<file path="src/rtl/keypad_pkg.sv">
// Shared types, key-code constants and the Pmod KYPD row/column-to-code map.
package keypad_pkg;

    localparam logic [3:0] KEY_BLANK     = 4'hF;
    localparam logic [3:0] KEY_MAX_DIGIT = 4'h9;

    typedef enum logic [1:0] {COL0, COL1, COL2, COL3} col_state_t;

    typedef enum logic [1:0] {SCAN_NONE, SCAN_SINGLE, SCAN_MULTI} scan_kind_t;

    typedef enum logic [1:0] {
        DEB_RELEASED,
        DEB_PRESS_PENDING,
        DEB_PRESSED,
        DEB_RELEASE_PENDING
    } deb_state_t;

    function automatic logic [3:0] key_map(input logic [1:0] row, input logic [1:0] col);
        logic [3:0] code;
        case ({row, col})
            4'h0: code = 4'h1;  4'h1: code = 4'h2;  4'h2: code = 4'h3;  4'h3: code = 4'hA;
            4'h4: code = 4'h4;  4'h5: code = 4'h5;  4'h6: code = 4'h6;  4'h7: code = 4'hB;
            4'h8: code = 4'h7;  4'h9: code = 4'h8;  4'hA: code = 4'h9;  4'hB: code = 4'hC;
            4'hC: code = 4'h0;  4'hD: code = 4'hF;  4'hE: code = 4'hE;  default: code = 4'hD;
        endcase
        return code;
    endfunction

    function automatic logic [3:0] col_drive(input col_state_t col);
        logic [3:0] drive;
        case (col)
            COL0:    drive = 4'b1110;
            COL1:    drive = 4'b1101;
            COL2:    drive = 4'b1011;
            default: drive = 4'b0111;
        endcase
        return drive;
    endfunction

    function automatic col_state_t next_col(input col_state_t col);
        col_state_t nxt;
        case (col)
            COL0:    nxt = COL1;
            COL1:    nxt = COL2;
            COL2:    nxt = COL3;
            default: nxt = COL0;
        endcase
        return nxt;
    endfunction

endpackage

</file>
<file path="src/rtl/keypad_scanner_if.sv">
// Keypad matrix pins plus the decoded key/display outputs of the scanner.
interface keypad_scanner_if;
    logic [3:0] row_n;
    logic [3:0] col_n;
    logic [3:0] key_code;
    logic       key_valid;
    logic       key_held;
    logic       multi_key;
    logic [3:0] disp_val;
    logic       digit_adv;

    modport master (
        input  row_n,
        output col_n, key_code, key_valid, key_held, multi_key, disp_val, digit_adv
    );

    modport slave (
        output row_n,
        input  col_n, key_code, key_valid, key_held, multi_key, disp_val, digit_adv
    );
endinterface

</file>
<file path="src/rtl/keypad_debounce.sv">
// Per-scan debounce FSM: accepts a key after DEBOUNCE_SCANS identical scans, releases likewise.
module keypad_debounce
    import keypad_pkg::*;
#(
    parameter int unsigned DEBOUNCE_SCANS = 4
) (
    input  logic       clock,
    input  logic       reset_n,
    input  logic       strobe,
    input  scan_kind_t kind,
    input  logic [3:0] code_in,
    output logic       accept,
    output logic       release_evt,
    output logic       held,
    output logic [3:0] code
);

    localparam int unsigned CW = $clog2(DEBOUNCE_SCANS + 1);

    deb_state_t state;
    logic [3:0] cand;
    logic [CW-1:0] count;
    logic single, same;

    assign single = (kind == SCAN_SINGLE);
    assign same   = single && (code_in == cand);

    always_ff @(posedge clock or negedge reset_n) begin
        if (!reset_n) begin
            state       <= DEB_RELEASED;
            cand        <= 4'h0;
            count       <= '0;
            accept      <= 1'b0;
            release_evt <= 1'b0;
            held        <= 1'b0;
            code        <= 4'h0;
        end else begin
            accept      <= 1'b0;
            release_evt <= 1'b0;
            if (strobe) begin
                case (state)
                    DEB_RELEASED: begin
                        if (single) begin
                            cand  <= code_in;
                            count <= CW'(1);
                            if (DEBOUNCE_SCANS == 1) begin
                                state  <= DEB_PRESSED;
                                accept <= 1'b1;
                                held   <= 1'b1;
                                code   <= code_in;
                            end else begin
                                state <= DEB_PRESS_PENDING;
                            end
                        end
                    end
                    DEB_PRESS_PENDING: begin
                        if (same) begin
                            count <= count + CW'(1);
                            if (count == CW'(DEBOUNCE_SCANS - 1)) begin
                                state  <= DEB_PRESSED;
                                accept <= 1'b1;
                                held   <= 1'b1;
                                code   <= cand;
                            end
                        end else if (single) begin
                            cand  <= code_in;
                            count <= CW'(1);
                        end else begin
                            state <= DEB_RELEASED;
                            count <= '0;
                        end
                    end
                    DEB_PRESSED: begin
                        if (!same) begin
                            count <= CW'(1);
                            if (DEBOUNCE_SCANS == 1) begin
                                state       <= DEB_RELEASED;
                                held        <= 1'b0;
                                release_evt <= 1'b1;
                            end else begin
                                state <= DEB_RELEASE_PENDING;
                            end
                        end
                    end
                    default: begin
                        if (same) begin
                            state <= DEB_PRESSED;
                            count <= '0;
                        end else if (count == CW'(DEBOUNCE_SCANS - 1)) begin
                            state       <= DEB_RELEASED;
                            count       <= '0;
                            held        <= 1'b0;
                            release_evt <= 1'b1;
                        end else begin
                            count <= count + CW'(1);
                        end
                    end
                endcase
            end
        end
    end

endmodule

</file>
<file path="src/rtl/keypad_scanner.sv">
// 4x4 keypad scanner: row synchroniser, column scan, per-scan decode, debounce, display digit.
// Optional KEYPAD_AUTO_ADVANCE_EN: pulse digit_adv one cycle after each accepted digit key.
module keypad_scanner
    import keypad_pkg::*;
#(
    parameter int unsigned COL_CYCLES     = 100000,
    parameter int unsigned DEBOUNCE_SCANS = 4
) (
    input logic              clock,
    input logic              reset_n,
    keypad_scanner_if.master bus
);

    localparam int unsigned DW = (COL_CYCLES > 1) ? $clog2(COL_CYCLES) : 1;

    logic [3:0]    row_meta, row_sync;
    col_state_t    col_state;
    logic [DW-1:0] dwell;
    logic          run;
    logic [3:0]    col_n_q;
    logic [15:0]   mask, mask_c;
    logic          multi_q;
    logic [3:0]    digit_q;
    logic          sample_c, last_c;
    logic [1:0]    hits_c;
    logic [3:0]    code_c;
    scan_kind_t    kind_c;
    logic          accept, release_evt, held;
    logic [3:0]    code;

    assign sample_c = run && (dwell == DW'(COL_CYCLES - 1));
    assign last_c   = sample_c && (col_state == COL3);

    // Fold the current column's rows into the mask and classify the scan.
    always_comb begin
        mask_c = mask;
        for (int r = 0; r < 4; r++) begin
            if (!row_sync[r]) mask_c[{2'(r), 2'(col_state)}] = 1'b1;
        end
        hits_c = 2'd0;
        code_c = 4'h0;
        for (int i = 0; i < 16; i++) begin
            if (mask_c[i]) begin
                code_c = key_map(2'(i >> 2), 2'(i));
                if (hits_c != 2'd2) hits_c = hits_c + 2'd1;
            end
        end
        case (hits_c)
            2'd0:    kind_c = SCAN_NONE;
            2'd1:    kind_c = SCAN_SINGLE;
            default: kind_c = SCAN_MULTI;
        endcase
    end

    // The first cycle after reset only arms the scan so COL0 starts with dwell=0.
    always_ff @(posedge clock or negedge reset_n) begin
        if (!reset_n) begin
            row_meta  <= 4'hF;
            row_sync  <= 4'hF;
            col_state <= COL0;
            dwell     <= '0;
            run       <= 1'b0;
            col_n_q   <= 4'b1111;
            mask      <= '0;
            multi_q   <= 1'b0;
            digit_q   <= KEY_BLANK;
        end else begin
            row_meta <= bus.row_n;
            row_sync <= row_meta;
            if (!run) begin
                run     <= 1'b1;
                col_n_q <= col_drive(COL0);
            end else if (sample_c) begin
                dwell     <= '0;
                col_state <= next_col(col_state);
                col_n_q   <= col_drive(next_col(col_state));
            end else begin
                dwell <= dwell + DW'(1);
            end
            if (last_c) begin
                mask    <= '0;
                multi_q <= (kind_c == SCAN_MULTI);
            end else if (sample_c) begin
                mask <= mask_c;
            end
            if (accept && (code <= KEY_MAX_DIGIT)) digit_q <= code;
        end
    end

    keypad_debounce #(
        .DEBOUNCE_SCANS(DEBOUNCE_SCANS)
    ) u_debounce (
        .clock      (clock),
        .reset_n    (reset_n),
        .strobe     (last_c),
        .kind       (kind_c),
        .code_in    (code_c),
        .accept     (accept),
        .release_evt(release_evt),
        .held       (held),
        .code       (code)
    );

    assert property (@(posedge clock) disable iff (!reset_n)
        (release_evt |-> !held) and (accept |-> held));

    assign bus.col_n     = col_n_q;
    assign bus.key_code  = code;
    assign bus.key_valid = accept;
    assign bus.key_held  = held;
    assign bus.multi_key = multi_q;
    assign bus.disp_val  = (accept && (code <= KEY_MAX_DIGIT)) ? code : digit_q;

`ifdef KEYPAD_AUTO_ADVANCE_EN
    logic adv_q;
    always_ff @(posedge clock or negedge reset_n) begin
        if (!reset_n) adv_q <= 1'b0;
        else          adv_q <= accept && (code <= KEY_MAX_DIGIT);
    end
    assign bus.digit_adv = adv_q;
`else
    assign bus.digit_adv = 1'b0;
`endif

endmodule

</file>
<file path="src/flat_wrapper.sv">
// flat-port wrapper written by rule: the top's interface ports become plain ports
module keypad_scanner_flat import keypad_pkg::*;
#(
    parameter int unsigned COL_CYCLES     = 100000,
    parameter int unsigned DEBOUNCE_SCANS = 4
)
  (clock, reset_n, bus_row_n, bus_col_n, bus_key_code, bus_key_valid, bus_key_held, bus_multi_key, bus_disp_val, bus_digit_adv);
  keypad_scanner_if bus_i ();
  input logic clock;
  input logic reset_n;
  input wire logic [$bits(bus_i.row_n)-1:0] bus_row_n;
  output wire logic [$bits(bus_i.col_n)-1:0] bus_col_n;
  output wire logic [$bits(bus_i.key_code)-1:0] bus_key_code;
  output wire logic [$bits(bus_i.key_valid)-1:0] bus_key_valid;
  output wire logic [$bits(bus_i.key_held)-1:0] bus_key_held;
  output wire logic [$bits(bus_i.multi_key)-1:0] bus_multi_key;
  output wire logic [$bits(bus_i.disp_val)-1:0] bus_disp_val;
  output wire logic [$bits(bus_i.digit_adv)-1:0] bus_digit_adv;
  assign bus_i.row_n = bus_row_n;
  assign bus_col_n = bus_i.col_n;
  assign bus_key_code = bus_i.key_code;
  assign bus_key_valid = bus_i.key_valid;
  assign bus_key_held = bus_i.key_held;
  assign bus_multi_key = bus_i.multi_key;
  assign bus_disp_val = bus_i.disp_val;
  assign bus_digit_adv = bus_i.digit_adv;
  keypad_scanner #(.COL_CYCLES(COL_CYCLES), .DEBOUNCE_SCANS(DEBOUNCE_SCANS)) u_core (.clock(clock), .reset_n(reset_n), .bus(bus_i));
endmodule
</file>
<file path="config.mk">
export PLATFORM = sky130hd
export DESIGN_NAME = keypad_scanner_flat
export DESIGN_NICKNAME = d
export VERILOG_FILES = /design/src/rtl/keypad_pkg.sv /design/src/rtl/keypad_scanner_if.sv /design/src/rtl/keypad_debounce.sv /design/src/rtl/keypad_scanner.sv /design/src/flat_wrapper.sv
export SDC_FILE = /design/constraint.sdc
export NUM_CORES = 1
export LEC_CHECK = 0
export CAP_MARGIN = 20
export CORE_ASPECT_RATIO = 1.2
export CORE_MARGIN = 3
export CORE_UTILIZATION = 62
export DETAILED_ROUTE_END_ITERATION = 10
export GPL_ROUTABILITY_DRIVEN = 1
export PLACE_DENSITY = 0.81
export REMOVE_ABC_BUFFERS = 1
export SLEW_MARGIN = 30
export SYNTH_ARGS = -nofsm -noshare
export SYNTH_HDL_FRONTEND = slang
export SYNTH_HIERARCHICAL = 1
export SYNTH_SLANG_ARGS = --single-unit
</file>
<file path="constraint.sdc">
create_clock -name clock -period 8.66 [get_ports clock]
set_input_delay 2.598 -clock clock [delete_from_list [all_inputs] [get_ports clock]]
set_output_delay 2.598 -clock clock [all_outputs]
set_load 0.01 [all_outputs]
</file>
# Word-level counts from Yosys, hierarchy flattened
# Cells that the tools add are included.
# word_totals
regBits,68
word_cells,201
# classes
n_addsub,17
n_lt_le_gt_ge,9
n_eq_ne,36
n_mux,97
n_bitwise,5
reduce_logical,22
# ops
cell,n
$mux W16,6
$mux W2,41
$mux W4,18
$ne A2 B2 Y1 const B,19
$add A2 B1 Y2 const B,14
$add A17 B1 Y17 const B,1
$eq A17 B17 Y1 const B,1
$mux W17,1
$or A16 B12 Y16,1
$or A16 B16 Y16,1
$or A16 B4 Y16,1
$or A16 B8 Y16,1
$mux W1,15
$mux W3,5
$pmux W2 S3,2
$pmux W4 S3,1
$eq A2 B1 Y1 const B,5
$eq A2 B2 Y1 const B,5
$lt A4 B5 Y1 const B,2
$pmux W3 S3,1
$demux W1 S2,4
$ge A4 B1 Y1 const B,2
$logic_and A1 B1 Y1,8
$logic_not A2 Y1,4
24 further kinds,27

# Longest topological paths before layout
# depth
word_depth,65
depth_mapped,36
depth_no_buf,32

# Modules after synthesis
# Netlist, hierarchy kept.
# modules_own_cells
module,instances,cells_each,area_per_inst_um2
keypad_scanner,1,488,4136.5
keypad_debounce,1,87,964.7

# Worst setup path before layout
# No wires, ideal clock.
# synth_timing
path_kind,register -> register
start,register u_core.col_state[1]
end,register u_core.u_debounce.held
arrival_ns,7.073
required_ns,8.535
slack_ns,1.462
path_stages_with_launch,36
period_less_slack_ns,7.198
cell_sequence,dfrtp_1 > inv_1 > ha_1 > clkbuf_1 > a21oi_1 > inv_1 > ha_1 > or3_1 > a31oi_1 > o2bb2ai_1 > or2_1 > buf_4 > or4_4 > nand4_1 > or4_1 > nand3_1 > or2_1 > buf_6 > o32ai_4 > xor2_2 > xnor2_1 > o211ai_2 > a22o_4 > a21boi_0 > o22ai_1 > xor2_1 > ha_1 > nor2_1 > a21oi_1 > nand2b_1 > or2_1 > buf_6 > inv_1 > ha_1 > nand4b_1 > mux2_2
# synth_between
elab_chain_len,64
elab_cells_between_ends,116
# synth_rtl
item,line_no,rtl
from (decl),keypad_scanner.sv:17,col_state_t col_state;
from (signal assigned),keypad_scanner.sv:75,col_state <= next_col(col_state);
$lt A2 B5 Y1 (implied by the code) or $ge A2 B1 Y1 (tied branches),keypad_scanner.sv:38,"if (!row_sync[r]) mask_c[{2'(r), 2'(col_state)}] = 1'b1;"
$logic_and A1 B1 Y1 (implied by the code),keypad_scanner.sv:38,
$mux W1 (implied by the code),keypad_scanner.sv:38,
$demux W1 S2,-,
$or A16 B4 Y16 (no line),-,
$mux W16,keypad_scanner.sv:38,
$or A16 B8 Y16 (no line),-,
$mux W16,keypad_scanner.sv:38,
[49 not listed],-,
$mux W2 *,keypad_scanner.sv:43,if (mask_c[i]) begin
$eq A2 B1 Y1 or $logic_not A2 Y1 (tied branches),keypad_scanner.sv:48,case (hits_c)
$pmux W2 S2 *,keypad_scanner.sv:48,
net u_core.kind_c[1],keypad_scanner.sv:27,scan_kind_t kind_c;
$eq A2 B1 Y1 *,keypad_debounce.sv:25,assign single = (kind == SCAN_SINGLE);
$logic_and A1 B1 Y1 *,keypad_debounce.sv:26,assign same = single && (code_in == cand);
$ne A2 B1 Y1 (no line) or $ne A2 B2 Y1 (tied branches),-,
$reduce_and A5 Y1 (no line) *,-,
to (signal assigned),keypad_debounce.sv:35,held <= 1'b0;
to (signal assigned),keypad_debounce.sv:49,held <= 1'b1;
to (signal assigned),keypad_debounce.sv:62,held <= 1'b1;
to (decl),keypad_debounce.sv:14,"output logic held,"
# Mark *: on every way through the listed nets, which the timed path passes. The rest lies on a longest branch.
# A chain may end at the register's enable or synchronous reset.

# Final worst setup path
# Ends and elaborated chain as after synthesis.

==> results.md <==
- The buffer depth of the longest clock path is 2.
- The region available for standard cell placement spans 0.00779 mm^2.
- The time the worst path needs with I/O delays and setup is 7.99 ns.
- The critical path is of the reg2reg type.
- The remaining routing DRC violations is 0.
- The height of the die is 105 um.
- The cell count after synthesis is 571.
- The routed wirelength normalized by instance count is 17.9 um.
- Derived from the worst setup path, the maximum achievable clock frequency is 0.125 GHz.
- Buffers inserted to repair hold after CTS numbered 0.
- The first global-routing pass estimated 21400 um of wire.
- In this run the power density over the cells is 129 mW/mm^2.
- The multi-input gate area in the final layout is 0.00313 mm^2.
- After legalization and detailed placement, the total HPWL measured roughly 8900 um.
- In this run the critical register-to-register path is launched from u_core/col_state[1].
- The routed design has 12300 um of wire.
- The later pin in the worst-skew pair is clocked with a latency of 0.34 ns.
- The aggregate global routing overflow is 0.
- The width of the die is 88.4 um.
- The initial antenna violation count is 0.
- Once layout is complete, the utilization of the core stands at around 70%.
- The endpoint of the worst-slack reg-to-reg timing path is u_core/u_debounce/held.
- The buffer type at the clock tree root is sky130_fd_sc_hd__clkbuf_8.
- The average instance in the mapped netlist occupies 8.85 um^2.
- The maximum VDD drop is 0.138 mV.
- After floorplanning, the core was divided into 35 placement rows.
- The number of design-rule violations left by the first detailed-router iteration is approximately 360.
- At the end of routability-driven placement, the weighted congestion stood at 0.978.
- The area growth from synthesis to layout is 8.17%.
- The number of optimization iterations in the first detailed-route pass is 4.
- The area of the die is 0.00928 mm^2.
- Yosys printed 6 warnings.
- The number of buffers and inverters on the critical path is 3.
- The count of antenna-violating nets left after detailed routing is 0.
- The initial core utilization is 64.8%.
- The flow ran to the end, and the final reports show no timing, DRC or antenna violations.
- STA classifies the critical path startpoint as a flip-flop.
- The number of global-route vias before repair came to 4512.
- The post-synth design cell area is 0.00505 mm^2.
- The cell with the most instances on the worst path is sky130_fd_sc_hd__ha_1.
- Across all layers, the routed design uses 4503 vias.
- The worst register-to-register path has a depth of 31.
- For the final routed database, the setup TNS stands at 0 ns.
- TritonCTS created 9 clock buffers.
- In the final design database the tool counted just over 600 nets.
- For flop-to-flop paths, the worst setup slack is between 0.6 and 0.7 ns.
- The worst min-delay path category is reg2reg.
- Clock-pin slew was measured on the worst setup and hold paths at 0.07 ns.
- The transition time at the pin with the least slew margin is between 0.8 and 0.9 ns.
- The clock tree from TritonCTS is done.
- Along the worst path, the maximum fanout reaches 11.
- Entering global routing, the biggest net connects 69 pins.
- The area used by sequential logic in the layout is ~0.0017 mm^2.
- The slowest library cell on the worst path is sky130_fd_sc_hd__a221oi_2.
- The port buffer count is 20.
- Grouping stages by cell kind, the critical path spends the most delay in compound AO/OA/AOI/OAI gates.
- Across the run, the number of max-cap violations was 0.
- The startpoint of the tightest hold check path is u_core/row_meta[2].
- After filler insertion, the fill cell instance count of the layout stands at 589.
- The number of pins with negative max-slew slack in the final report is 0.
- The largest single stage delay on the critical path is 0.53 ns.
- CTS built an H-tree with a depth of 3.
- The post-CTS setup buffer count is 0.
- The path with the worst hold slack has its endpoint at u_core/row_sync[2].
- 22 I/O pins were placed.
- Counting every sink on the clock net gives 68.
- The repair_antennas step left the layout with diodes totalling 0.
- The headroom to the max-slew limit is 44.0%.
- The static power due to leakage is 0.00237 uW.
- STA puts the critical path data arrival time at just over 8 ns.
- The critical path capture point type is a flip-flop.
- At the worst endpoint, the required time is between 8 and 9 ns.
- Cells with a size suffix above 1 make up 14.0% of the layout.
- Setup repair after global routing left no endpoint under its margin.
- The global routing usage summed across all routing layers is 28.7%.
- Dividing the final minimum period by the clock period gives around 92%.
- Setup violations remaining at the end of the flow were counted as 0.
- The number of hold violations in the final report is 0.
- Counting instances, the worst hold path has a depth of 0.
- The detail-routed via count per cell is 6.57.
- The worst clock skew on the final layout is about 0.0064 ns.
-- metal layers --
layer	global-route usage, %	vias to the layer above	share of wire (%)
met5	0	-	0
met3	3.39	35	3.7
met1	36.4	2190	40
met4	9.83	0	2.9
li1	-	2132	-
met2	49.8	146	53
-- flip-flops by register name (all words and copies together), names as in the netlist, named ones only --
| register | count |
|---|---|
| u_core/u_debounce/accept | 1 |
| u_core/bus.col_n | 4 |
| u_core/col_state | 2 |
| u_core/u_debounce/cand | 4 |
| u_core/dwell | 17 |
| u_core/u_debounce/held | 1 |
| u_core/run | 1 |
| u_core/u_debounce/state | 1 |
| u_core/u_debounce/code | 4 |
| u_core/row_sync | 4 |
| u_core/row_meta | 4 |
| u_core/mask | 16 |
| u_core/u_debounce/count | 3 |
| u_core/digit_q | 4 |
| u_core/bus.multi_key | 1 |
-- power breakdown --
| part | total, uW | switching, uW | internal (uW) | leakage, uW |
|---|---|---|---|---|
| sequential | 349 | 16.2 | 333 | 0.000881 |
| combinational | 120 | 73.7 | 46.7 | 0.00139 |
| clock | 234 | 116 | 119 | 0.0000961 |
| total | 704 | 206 | 499 | 0.00237 |
-- per-stage QoR --
stage / std cells / hold WS (ns) / total power [uW] / setup WS, ns / area [um^2]
final: 685 / 0.359 / 704 / 0.672 / 5470
after detailed placement: 669 / 0.349 / 472 / 0.832 / 5280
after global placement: 669 / 0.346 / 467 / 1.02 / 5280
after floorplan: 554 / 0.345 / 441 / 1.64 / 4950
after CTS: 685 / 0.361 / 707 / 0.758 / 5460
after global routing: 685 / 0.363 / 741 / 0.00596 / 5470
-- cells in the final DEF, fill, tap and decap left out, types with 3 or more instances in the layout --
| master | count |
|---|---|
| sky130_fd_sc_hd__nor2_1 | 64 |
| sky130_fd_sc_hd__nand2_1 | 57 |
| sky130_fd_sc_hd__dfrtp_1 | 52 |
| sky130_fd_sc_hd__a21oi_1 | 33 |
| sky130_fd_sc_hd__inv_1 | 27 |
| sky130_fd_sc_hd__o21ai_0 | 26 |
| sky130_fd_sc_hd__nand3_1 | 24 |
| sky130_fd_sc_hd__ha_1 | 22 |
| sky130_fd_sc_hd__a31oi_1 | 20 |
| sky130_fd_sc_hd__clkdlybuf4s50_1 | 19 |
| sky130_fd_sc_hd__xnor2_1 | 18 |
| sky130_fd_sc_hd__a21o_1 | 16 |
| sky130_fd_sc_hd__dfstp_2 | 16 |
| sky130_fd_sc_hd__mux2_2 | 12 |
| sky130_fd_sc_hd__clkbuf_8 | 11 |
| sky130_fd_sc_hd__nand4_1 | 8 |
| sky130_fd_sc_hd__o211ai_1 | 8 |
| sky130_fd_sc_hd__xor2_1 | 8 |
| sky130_fd_sc_hd__nor2b_1 | 7 |
| sky130_fd_sc_hd__and2_1 | 7 |
| sky130_fd_sc_hd__o22ai_1 | 7 |
| sky130_fd_sc_hd__nor3_1 | 6 |
| sky130_fd_sc_hd__or2_1 | 6 |
| sky130_fd_sc_hd__or3_1 | 5 |
| sky130_fd_sc_hd__nor4_1 | 4 |
| sky130_fd_sc_hd__nand2b_1 | 4 |
| sky130_fd_sc_hd__o21ai_1 | 4 |
| sky130_fd_sc_hd__o311ai_0 | 4 |
| sky130_fd_sc_hd__o31ai_2 | 4 |
| sky130_fd_sc_hd__mux2i_1 | 4 |
| sky130_fd_sc_hd__clkinv_2 | 3 |
| sky130_fd_sc_hd__and3_1 | 3 |
| sky130_fd_sc_hd__o2111ai_1 | 3 |
| sky130_fd_sc_hd__o211ai_2 | 3 |
| sky130_fd_sc_hd__o31a_1 | 3 |
| sky130_fd_sc_hd__a211oi_1 | 3 |
| sky130_fd_sc_hd__o311a_1 | 3 |
| sky130_fd_sc_hd__buf_4 | 3 |
-- layout make-up --
class / instances / area share [%]
timing repair buffer: 23 / 3.98
multi-input combinational: 459 / 57.3
tap: 92 / 2.11
sequential: 68 / 31.5
inverter: 27 / 1.85
clock inverter: 4 / 0.435
clock buffer: 12 / 2.84
-- how the worst max path moves through the flow --
stage                        endpoint                 from  cells past startpoint
6_report       u_core/u_debounce/held  u_core/col_state[1]                     31
3_3_place_gp   u_core/u_debounce/held  u_core/col_state[1]                     31
4_1_cts        u_core/u_debounce/held  u_core/col_state[1]                     31
2_1_floorplan  u_core/u_debounce/held  u_core/col_state[1]                     31
5_1_grt        u_core/u_debounce/held  u_core/col_state[1]                     32
3_5_place_dp   u_core/u_debounce/held  u_core/col_state[1]                     32
-- timing repair --
action,CTS,global route
gates resized for setup,0,1
setup endpoints to repair,0,1
hold endpoints to repair,0,0
Note: power is estimated with default switching activity, not from simulation.
